<file path="src/rtl/hazard_ctrl_unit_if.sv">
// Hazard controller bundle: pipeline hazard inputs and control outputs.
// master drives hazard inputs; slave (the controller) drives control outputs.
interface hazard_ctrl_unit_if #(
  parameter int REG_AW = 5,
  parameter int NSRC   = 2,
  parameter int CNT_W  = 16
);
  logic [NSRC*REG_AW-1:0] id_src;
  logic [NSRC-1:0]        id_src_use;
  logic [NSRC*REG_AW-1:0] ex_src;
  logic                   ex_memread;
  logic                   ex_wen;
  logic [REG_AW-1:0]      ex_wsel;
  logic                   m_wen;
  logic [REG_AW-1:0]      m_wsel;
  logic                   w_wen;
  logic [REG_AW-1:0]      w_wsel;
  logic                   branch_taken;
  logic                   dmem_wait;
  logic                   pc_en;
  logic                   ifid_en;
  logic                   ifid_flush;
  logic                   idex_nop;
  logic                   pipe_en;
  logic [2*NSRC-1:0]      fwd_sel;
  logic [CNT_W-1:0]       stall_cycles;
  logic [CNT_W-1:0]       flush_count;

  modport master (
    output id_src, id_src_use, ex_src, ex_memread,
    output ex_wen, ex_wsel, m_wen, m_wsel,
    output w_wen, w_wsel, branch_taken, dmem_wait,
    input  pc_en, ifid_en, ifid_flush, idex_nop,
    input  pipe_en, fwd_sel, stall_cycles, flush_count
  );

  modport slave (
    input  id_src, id_src_use, ex_src, ex_memread,
    input  ex_wen, ex_wsel, m_wen, m_wsel,
    input  w_wen, w_wsel, branch_taken, dmem_wait,
    output pc_en, ifid_en, ifid_flush, idex_nop,
    output pipe_en, fwd_sel, stall_cycles, flush_count
  );
endinterface

</file>
<file path="src/rtl/hazard_ctrl_unit.sv">
// Hazard controller: EX forwarding, load-use stalls, memory freeze, branch flush.
// Optional statistics counters enabled by defining HAZARD_STATS_EN.
module hazard_ctrl_unit #(
  parameter int REG_AW   = 5,
  parameter int NSRC     = 2,
  parameter int LOAD_LAT = 1,
  parameter int CNT_W    = 16
) (
  input logic              clk,
  input logic              rst,
  hazard_ctrl_unit_if.slave bus
);

  typedef enum logic {
    RUN,
    LU_STALL
  } state_t;

  localparam logic [2:0] LAT_M1 = 3'(LOAD_LAT - 1);

  state_t            state_q;
  state_t            state_d;
  logic [2:0]        cnt_q;
  logic [2:0]        cnt_d;
  logic [NSRC-1:0]   m_match;
  logic [NSRC-1:0]   w_match;
  logic [NSRC-1:0]   use_match;
  logic [2*NSRC-1:0] fwd;
  logic              lu_hit;
  logic              pc_en;
  logic              ifid_en;
  logic              ifid_flush;
  logic              idex_nop;
  logic              pipe_en;

  // Per-operand register index comparisons against EX, MEM and WB
  always_comb begin
    m_match   = '0;
    w_match   = '0;
    use_match = '0;
    for (int i = 0; i < NSRC; i++) begin
      m_match[i] = bus.m_wen
                && (bus.m_wsel != '0)
                && (bus.m_wsel == bus.ex_src[i*REG_AW +: REG_AW]);
      w_match[i] = bus.w_wen
                && (bus.w_wsel != '0)
                && (bus.w_wsel == bus.ex_src[i*REG_AW +: REG_AW]);
      use_match[i] = bus.id_src_use[i]
                  && (bus.id_src[i*REG_AW +: REG_AW] == bus.ex_wsel);
    end
  end

  // Forward mux select; MEM holds the newer result so it wins over WB
  always_comb begin
    fwd = '0;
    for (int i = 0; i < NSRC; i++) begin
      if (m_match[i]) begin
        fwd[2*i +: 2] = 2'b01;
      end else if (w_match[i]) begin
        fwd[2*i +: 2] = 2'b10;
      end
    end
  end

  assign lu_hit = bus.ex_memread
               && bus.ex_wen
               && (bus.ex_wsel != '0)
               && (|use_match);

  // Stall state register; reset abandons any stall in progress
  always_ff @(posedge clk or posedge rst) begin
    if (rst) begin
      state_q <= RUN;
      cnt_q   <= '0;
    end else begin
      state_q <= state_d;
      cnt_q   <= cnt_d;
    end
  end

  // Next state and pipeline enables; memory wait freezes, then branch, then stall
  always_comb begin
    state_d    = state_q;
    cnt_d      = cnt_q;
    pc_en      = 1'b1;
    ifid_en    = 1'b1;
    ifid_flush = 1'b0;
    idex_nop   = 1'b0;
    pipe_en    = 1'b1;
    if (bus.dmem_wait) begin
      pc_en   = 1'b0;
      ifid_en = 1'b0;
      pipe_en = 1'b0;
    end else if (bus.branch_taken) begin
      ifid_flush = 1'b1;
      idex_nop   = 1'b1;
      state_d    = RUN;
      cnt_d      = '0;
    end else begin
      unique case (state_q)
        RUN: begin
          if (lu_hit) begin
            pc_en    = 1'b0;
            ifid_en  = 1'b0;
            idex_nop = 1'b1;
            if (LOAD_LAT > 1) begin
              state_d = LU_STALL;
              cnt_d   = LAT_M1;
            end
          end
        end
        LU_STALL: begin
          pc_en    = 1'b0;
          ifid_en  = 1'b0;
          idex_nop = 1'b1;
          cnt_d    = cnt_q - 3'd1;
          if (cnt_q == 3'd1) begin
            state_d = RUN;
          end
        end
        default: begin
          state_d = RUN;
          cnt_d   = '0;
        end
      endcase
    end
  end

  assign bus.pc_en      = pc_en;
  assign bus.ifid_en    = ifid_en;
  assign bus.ifid_flush = ifid_flush;
  assign bus.idex_nop   = idex_nop;
  assign bus.pipe_en    = pipe_en;
  assign bus.fwd_sel    = fwd;

`ifdef HAZARD_STATS_EN
  logic             stall_ev;
  logic             flush_ev;
  logic [CNT_W-1:0] stall_q;
  logic [CNT_W-1:0] flush_q;

  assign stall_ev = !bus.dmem_wait
                 && (lu_hit || (state_q == LU_STALL));
  assign flush_ev = !bus.dmem_wait && bus.branch_taken;

  // Saturating count of load-use stall cycles
  always_ff @(posedge clk or posedge rst) begin
    if (rst) begin
      stall_q <= '0;
    end else if (stall_ev && (stall_q != '1)) begin
      stall_q <= stall_q + CNT_W'(1);
    end
  end

  // Saturating count of taken-branch flush cycles
  always_ff @(posedge clk or posedge rst) begin
    if (rst) begin
      flush_q <= '0;
    end else if (flush_ev && (flush_q != '1)) begin
      flush_q <= flush_q + CNT_W'(1);
    end
  end

  assign bus.stall_cycles = stall_q;
  assign bus.flush_count  = flush_q;
`else
  assign bus.stall_cycles = '0;
  assign bus.flush_count  = '0;
`endif

endmodule

</file>
<file path="src/flat_wrapper.sv">
// flat-port wrapper written by rule: the top's interface ports become plain ports
module hazard_ctrl_unit_flat 
#(
  parameter int REG_AW   = 5,
  parameter int NSRC     = 2,
  parameter int LOAD_LAT = 1,
  parameter int CNT_W    = 16
)
  (clk, rst, bus_id_src, bus_id_src_use, bus_ex_src, bus_ex_memread, bus_ex_wen, bus_ex_wsel, bus_m_wen, bus_m_wsel, bus_w_wen, bus_w_wsel, bus_branch_taken, bus_dmem_wait, bus_pc_en, bus_ifid_en, bus_ifid_flush, bus_idex_nop, bus_pipe_en, bus_fwd_sel, bus_stall_cycles, bus_flush_count);
  hazard_ctrl_unit_if #(.REG_AW(REG_AW), .NSRC(NSRC), .CNT_W(CNT_W)) bus_i ();
  input logic clk;
  input logic rst;
  input wire logic [$bits(bus_i.id_src)-1:0] bus_id_src;
  input wire logic [$bits(bus_i.id_src_use)-1:0] bus_id_src_use;
  input wire logic [$bits(bus_i.ex_src)-1:0] bus_ex_src;
  input wire logic [$bits(bus_i.ex_memread)-1:0] bus_ex_memread;
  input wire logic [$bits(bus_i.ex_wen)-1:0] bus_ex_wen;
  input wire logic [$bits(bus_i.ex_wsel)-1:0] bus_ex_wsel;
  input wire logic [$bits(bus_i.m_wen)-1:0] bus_m_wen;
  input wire logic [$bits(bus_i.m_wsel)-1:0] bus_m_wsel;
  input wire logic [$bits(bus_i.w_wen)-1:0] bus_w_wen;
  input wire logic [$bits(bus_i.w_wsel)-1:0] bus_w_wsel;
  input wire logic [$bits(bus_i.branch_taken)-1:0] bus_branch_taken;
  input wire logic [$bits(bus_i.dmem_wait)-1:0] bus_dmem_wait;
  output wire logic [$bits(bus_i.pc_en)-1:0] bus_pc_en;
  output wire logic [$bits(bus_i.ifid_en)-1:0] bus_ifid_en;
  output wire logic [$bits(bus_i.ifid_flush)-1:0] bus_ifid_flush;
  output wire logic [$bits(bus_i.idex_nop)-1:0] bus_idex_nop;
  output wire logic [$bits(bus_i.pipe_en)-1:0] bus_pipe_en;
  output wire logic [$bits(bus_i.fwd_sel)-1:0] bus_fwd_sel;
  output wire logic [$bits(bus_i.stall_cycles)-1:0] bus_stall_cycles;
  output wire logic [$bits(bus_i.flush_count)-1:0] bus_flush_count;
  assign bus_i.id_src = bus_id_src;
  assign bus_i.id_src_use = bus_id_src_use;
  assign bus_i.ex_src = bus_ex_src;
  assign bus_i.ex_memread = bus_ex_memread;
  assign bus_i.ex_wen = bus_ex_wen;
  assign bus_i.ex_wsel = bus_ex_wsel;
  assign bus_i.m_wen = bus_m_wen;
  assign bus_i.m_wsel = bus_m_wsel;
  assign bus_i.w_wen = bus_w_wen;
  assign bus_i.w_wsel = bus_w_wsel;
  assign bus_i.branch_taken = bus_branch_taken;
  assign bus_i.dmem_wait = bus_dmem_wait;
  assign bus_pc_en = bus_i.pc_en;
  assign bus_ifid_en = bus_i.ifid_en;
  assign bus_ifid_flush = bus_i.ifid_flush;
  assign bus_idex_nop = bus_i.idex_nop;
  assign bus_pipe_en = bus_i.pipe_en;
  assign bus_fwd_sel = bus_i.fwd_sel;
  assign bus_stall_cycles = bus_i.stall_cycles;
  assign bus_flush_count = bus_i.flush_count;
  hazard_ctrl_unit #(.REG_AW(REG_AW), .NSRC(NSRC), .LOAD_LAT(LOAD_LAT), .CNT_W(CNT_W)) u_core (.clk(clk), .rst(rst), .bus(bus_i));
endmodule
</file>
<file path="config.mk">
export PLATFORM = sky130hd
export DESIGN_NAME = hazard_ctrl_unit_flat
export DESIGN_NICKNAME = d
export VERILOG_FILES = /design/src/rtl/hazard_ctrl_unit_if.sv /design/src/rtl/hazard_ctrl_unit.sv /design/src/flat_wrapper.sv
export SDC_FILE = /design/constraint.sdc
export NUM_CORES = 1
export LEC_CHECK = 0
export ABC_CLOCK_PERIOD_IN_PS = 3200
export CAP_MARGIN = 25
export CORE_MARGIN = 2
export CORE_UTILIZATION = 31
export CTS_BUF_LIST = sky130_fd_sc_hd__clkbuf_8
export CTS_CLUSTER_SIZE = 25
export DETAILED_ROUTE_END_ITERATION = 16
export HOLD_SLACK_MARGIN = 0.03
export PLACE_DENSITY = 0.89
export SLEW_MARGIN = 20
export SYNTH_ARGS = -nofsm -noshare
export SYNTH_HDL_FRONTEND = slang
export SYNTH_SLANG_ARGS = --single-unit
</file>
<file path="constraint.sdc">
create_clock -name clk -period 3.2 [get_ports clk]
set_clock_uncertainty 0.15 [all_clocks]
set_input_delay 0.8 -clock clk [delete_from_list [all_inputs] [get_ports clk]]
set_output_delay 0.8 -clock clk [all_outputs]
set_load 0.02 [all_outputs]
</file>
# --- Yosys cells after proc, flatten, opt, wreduce, memory -nomap -nowiden ---
# Cells that the tools add are included.
word_totals:
  input_bits: 45
  elab_cells: 49
  register_bits: 4
  out_inout_bits: 41
classes:
  n_eq_ne: 7
  n_reduce_logical: 17
  n_bitwise: 2
  mux: 20
  addsub: 1
op_table:
  columns: ["operator", "n"]
  rows:
  - ["equality test 5 bit", 6]
  - ["nonzero test 5 bit", 3]
  - ["2-to-1 mux 1 bit", 12]
  - ["logical AND 1 bit", 11]
  - ["2-to-1 mux 2 bit", 4]
  - ["2-to-1 mux 3 bit", 2]
  - ["case mux 1 bit (2 select lines)", 2]
  - ["equality test 3 x 1 -> 1 bit (second input constant)", 1]
  - ["subtractor 3 x 1 -> 3 bit (second input constant)", 1]
  - ["inverter 1 bit", 2]
  - ["AND reduction 2 bit", 1]
  - ["nonzero test 2 bit", 1]
  - ["OR reduction 2 bit", 1]

# --- Depth between registers and ports, before layout ---
logic_depth:
  ltp_word: 8
  depth_mapped: 5

# --- Worst setup path after synthesis ---
# Ideal clock, no wire load.
synth_timing:
  path_type: "input to output"
  startpoint: "input port bus_ex_wsel[1]"
  endpoint: "output port bus_pc_en"
  t_arrival_ps: 2248
  path_slack_ps: 2
  cell_stages: 5
  cell_sequence: "or4_1 > o211ai_1 > nor2_1 > a221oi_2 > buf_4"
synth_via:
  elab_chain_len: 8
  word_cells_on_any_way: 12
  classes_between: "eq/ne: 2; mux: 4; reduce/logical: 6"
synth_rtl:
  columns: ["element", "line_no", "source"]
  rows:
  - ["from (decl)", "flat_wrapper.sv:18", "input wire logic [$bits(bus_i.ex_wsel)-1:0] bus_ex_wsel;"]
  - ["equality test 5 bit", "hazard_ctrl_unit.sv:49", "&& (bus.id_src[i*REG_AW +: REG_AW] == bus.ex_wsel);"]
  - ["logical AND 1 bit", "hazard_ctrl_unit.sv:49", null]
  - ["OR reduction 2 bit", "hazard_ctrl_unit.sv:68", "&& (|use_match);"]
  - ["logical AND 1 bit (*)", "hazard_ctrl_unit.sv:68", null]
  - ["2-to-1 mux 1 bit (*)", null, null]
  - ["case mux 1 bit (2 select lines) (*)", null, null]
  - ["2-to-1 mux 1 bit (*) (2 in a row)", null, null]
  - ["to (decl)", "flat_wrapper.sv:25", "output wire logic [$bits(bus_i.pc_en)-1:0] bus_pc_en;"]
# Every way passes the cells marked *; elsewhere a longest branch is shown, timed or not.

# --- Final worst setup path ---
layout_timing:
  startpoint: "input port bus_m_wsel[4]"
  endpoint: "output port bus_fwd_sel[3]"
layout_via:
  elab_chain_len: 4
  word_cells_on_any_way: 5
  classes_between: "eq/ne: 1; mux: 1; reduce/logical: 3"
layout_rtl:
  columns: ["element", "line_no", "source"]
  rows:
  - ["from (decl)", "flat_wrapper.sv:20", "input wire logic [$bits(bus_i.m_wsel)-1:0] bus_m_wsel;"]
  - ["nonzero test 5 bit", "hazard_ctrl_unit.sv:43", "&& (bus.m_wsel != '0)"]
  - ["logical AND 1 bit", "hazard_ctrl_unit.sv:43", null]
  - ["logical AND 1 bit (*)", "hazard_ctrl_unit.sv:44", "&& (bus.m_wsel == bus.ex_src[i*REG_AW +: REG_AW]);"]
  - ["2-to-1 mux 2 bit (*)", "hazard_ctrl_unit.sv:57", "if (m_match[i]) begin"]
  - ["to (decl)", "flat_wrapper.sv:30", "output wire logic [$bits(bus_i.fwd_sel)-1:0] bus_fwd_sel;"]
# Marks and branches as above.

==> impl_metrics.env <==
export IMPL_max_freq_ghz=0.315
export IMPL_mostFrequentLayoutCells="sky130_fd_sc_hd__conb_1 (32), sky130_fd_sc_hd__buf_4 (27), sky130_fd_sc_hd__clkdlybuf4s50_1 (23)"
export IMPL_period_needed_ps=3170
export IMPL_cts_tree="yes"
export IMPL_routed_wire_length_per_instance_um=11.2
export IMPL_setup_violations_final=0
export IMPL_yosys_warn_count=0
export IMPL_postSynthAreaPerCell_um2=7.94
export IMPL_multi_input_comb_area_um2=697
export IMPL_fin_ws_ps=26.8
export IMPL_final_setup_tns_ps=0
export IMPL_worstSetupEndpointType="primary output"
export IMPL_total_of_buffers_placed_on_input_and_output_ports=53
export IMPL_via_count=956
export IMPL_data_required_critical_path_ps=2250
export IMPL_worst_path_max_fanout=2
export IMPL_share_of_final_layout_standard_cells_stronger_than_drive_strength_1_pct=27.2
export IMPL_reg2reg_to="u_core.cnt_q[2]"
export IMPL_htree_num_levels=1
export IMPL_route_final_wire_length_mm=2.49
export IMPL_number_of_rows_in_the_core_area=19
export IMPL_netlist_area_um2=897
export IMPL_number_of_remaining_drc_errors=0
export IMPL_initial_antenna_violation_count=0
export IMPL_drt_pass1_iterations=3
export IMPL_cts_path_max_buffers=2
export IMPL_finalInstanceArea_mm2=0.00156
export IMPL_seq_area_frac_synth_pct=11.2
export IMPL_p_per_area_mw_per_mm2=219
export IMPL_place_gp_congestion=0.813
export IMPL_rsz0062_at_grt="true"
export IMPL_routed_via_density=4.31
export IMPL_post_synth_inst_count=113
export IMPL_dpl_instance_area_mm2=0.00151
export IMPL_flow_area_growth_from_synthesis_pct=73.4
export IMPL_final_max_slew_violation_count=0
export IMPL_largest_net_degree_at_the_start_of_global_routing=7
export IMPL_worst_setup_hold_path_clk_slew_ps=30
export IMPL_seq_area_um2=100
export IMPL_maxCapViolations=0
export IMPL_end_of_the_worst_hold_path="u_core.cnt_q[2]"
export IMPL_cts_sinks=4
export IMPL_cts_buffers_inserted=3
export IMPL_leakage_nw=0.739
export IMPL_vias_in_the_first_global_route=963
export IMPL_boundaryPins=86
export IMPL_global_route_wire_length_before_repair_mm=3.90
export IMPL_holdWs_ps=348
export IMPL_detailedPlacementHpwl_mm=2.19
export IMPL_grt_overflow_total=0
export IMPL_clock_root_buffer="sky130_fd_sc_hd__clkbuf_8"
export IMPL_design_core_area_mm2=0.00276
export IMPL_grt_total_usage_pct=15.2
export IMPL_detail_route_antenna_nets=0
export IMPL_vdd_ir_drop_worst_v=0.000307
export IMPL_worst_hold_path_type="reg -> reg"
export IMPL_r2r_slack_ps=1970
export IMPL_critical_path_class="in -> out"
export IMPL_startpoint_type_of_the_worst_setup_path="primary input"
export IMPL_min_path_cells=1
export IMPL_die_area_mm2=0.00334
export IMPL_status="finished clean"
export IMPL_cp_arrival_ps=2220
export IMPL_yosys_register_bits=4
export IMPL_rr_worst_depth=5
export IMPL_initial_core_util_pct=32.5
export IMPL_timing_rr_start="u_core.cnt_q[1]"
export IMPL_min_delay_startpoint="u_core.cnt_q[2]"
export IMPL_fin_nets=240
export IMPL_mostFrequentLayoutCell="sky130_fd_sc_hd__conb_1"
export IMPL_die_width_um=57.8
export IMPL_die_height_um=57.8
export IMPL_drt_first_iter_violations=41
export IMPL_num_fill_cells=275
export IMPL_finalCritPeriodShare_pct=99.2
export IMPL_netlist_cell_type_count=24
export IMPL_clock_insertion_delay_worst_skew_ps=220
export IMPL_finalHoldViolations=0
export IMPL_power_total_mw=0.340
export IMPL_antenna_diode_count=0
export IMPL_dp_slack_ps=-735
registers in the layout, indices dropped and copies added (netlist names):
signal          count
u_core.cnt_q        3
u_core.state_q      1
worst max-delay path, cell delays in order:
cell and delay (ps):
sky130_fd_sc_hd__buf_6 90, sky130_fd_sc_hd__or4_4 540, sky130_fd_sc_hd__o21ai_4 180, sky130_fd_sc_hd__buf_6 130, sky130_fd_sc_hd__nor4_4 30, sky130_fd_sc_hd__nor4_2 270, sky130_fd_sc_hd__buf_4 180
Yosys cell counts (all sizes together):
| cell | n | area share [%] |
|---|---|---|
| o21ai | 8 | 4.9 |
| nand4 | 2 | 1.4 |
| dfrtp | 4 | 11 |
| nand2 | 5 | 2.1 |
| a21bo | 1 | 1.1 |
| inv | 6 | 2.5 |
| buf | 33 | 28 |
| xnor2 | 16 | 16 |
| nor2 | 4 | 1.7 |
| or4 | 5 | 4.6 |
| ha | 2 | 2.8 |
| o211ai | 1 | 0.84 |
| a221oi | 1 | 1.7 |
| o22ai | 1 | 0.70 |
| xor2 | 14 | 14 |
| a21boi | 1 | 0.84 |
| a21oi | 1 | 0.56 |
| nand3 | 3 | 1.7 |
| nor4 | 4 | 4.2 |
| conb | 1 | 0.42 |
cells by family (layout without fill, tap and decap cells):
group	count (synthesis)	in the layout	share of synthesized area (%)
AO/OA/AOI/OAI	14	14	10.6
XOR/XNOR	30	30	29.3
adder cells (fa/ha/maj)	2	2	2.79
buffers and inverters	39	86	30.1
flip-flops	4	4	11.2
other	1	32	0.418
AND/OR/NAND/NOR	23	23	15.6
how the worst max path moves through the flow:
stage	start	to	slack (ps)
finish	bus_m_wsel[4]	bus_fwd_sel[3]	30
global route	bus_m_wsel[4]	bus_fwd_sel[3]	-2
CTS	bus_ex_src[3]	bus_fwd_sel[1]	5
detailed placement	bus_ex_wsel[1]	bus_pc_en	-730
global placement	bus_ex_wsel[1]	bus_ifid_en	-710
floorplan	bus_ex_wsel[1]	bus_pc_en	2
cell type report:
| class | instances | area share (%) |
|---|---|---|
| clock buffer | 3 | 2.65 |
| multi-input combinational | 101 | 44.8 |
| tap | 31 | 2.49 |
| sequential | 4 | 6.44 |
| inverter | 6 | 1.45 |
| timing repair buffer | 77 | 42.2 |
repair_timing:
action / 4_1_cts / 5_1_grt
setup endpoints to repair: 8 / 5
hold endpoints to repair: 0 / 0
buffers inserted: 0 / 1
cloned: 0 / 0
hold buffers: 0 / 0
resized for setup: 78 / 16
pin swaps: 11 / 10
where the power goes:
part	switching, mW	leakage (nW)	internal, mW	total, mW
clock	0.0237	0.0216	0.0800	0.104
sequential	0	0.0559	0.0510	0.0510
combinational	0.0957	0.661	0.0901	0.186
layer usage:
layer  track usage (%)  up-vias  part of all wire [%]
met4              4.98        0                   2.3
li1                  -      470                     -
met1              12.1      423                    33
met5                 0        -                     0
met3              6.03        6                   9.1
met2              32.1       57                    56
through the flow:
step | instances | utilization, %
6_report | 222 | 56.4
5_1_grt | 222 | 56.4
4_1_cts | 221 | 55.8
3_5_place_dp | 218 | 54.7
3_3_place_gp | 218 | 54.7
2_1_floorplan | 144 | -
No activity file was read; power rests on OpenSTA's default activity.
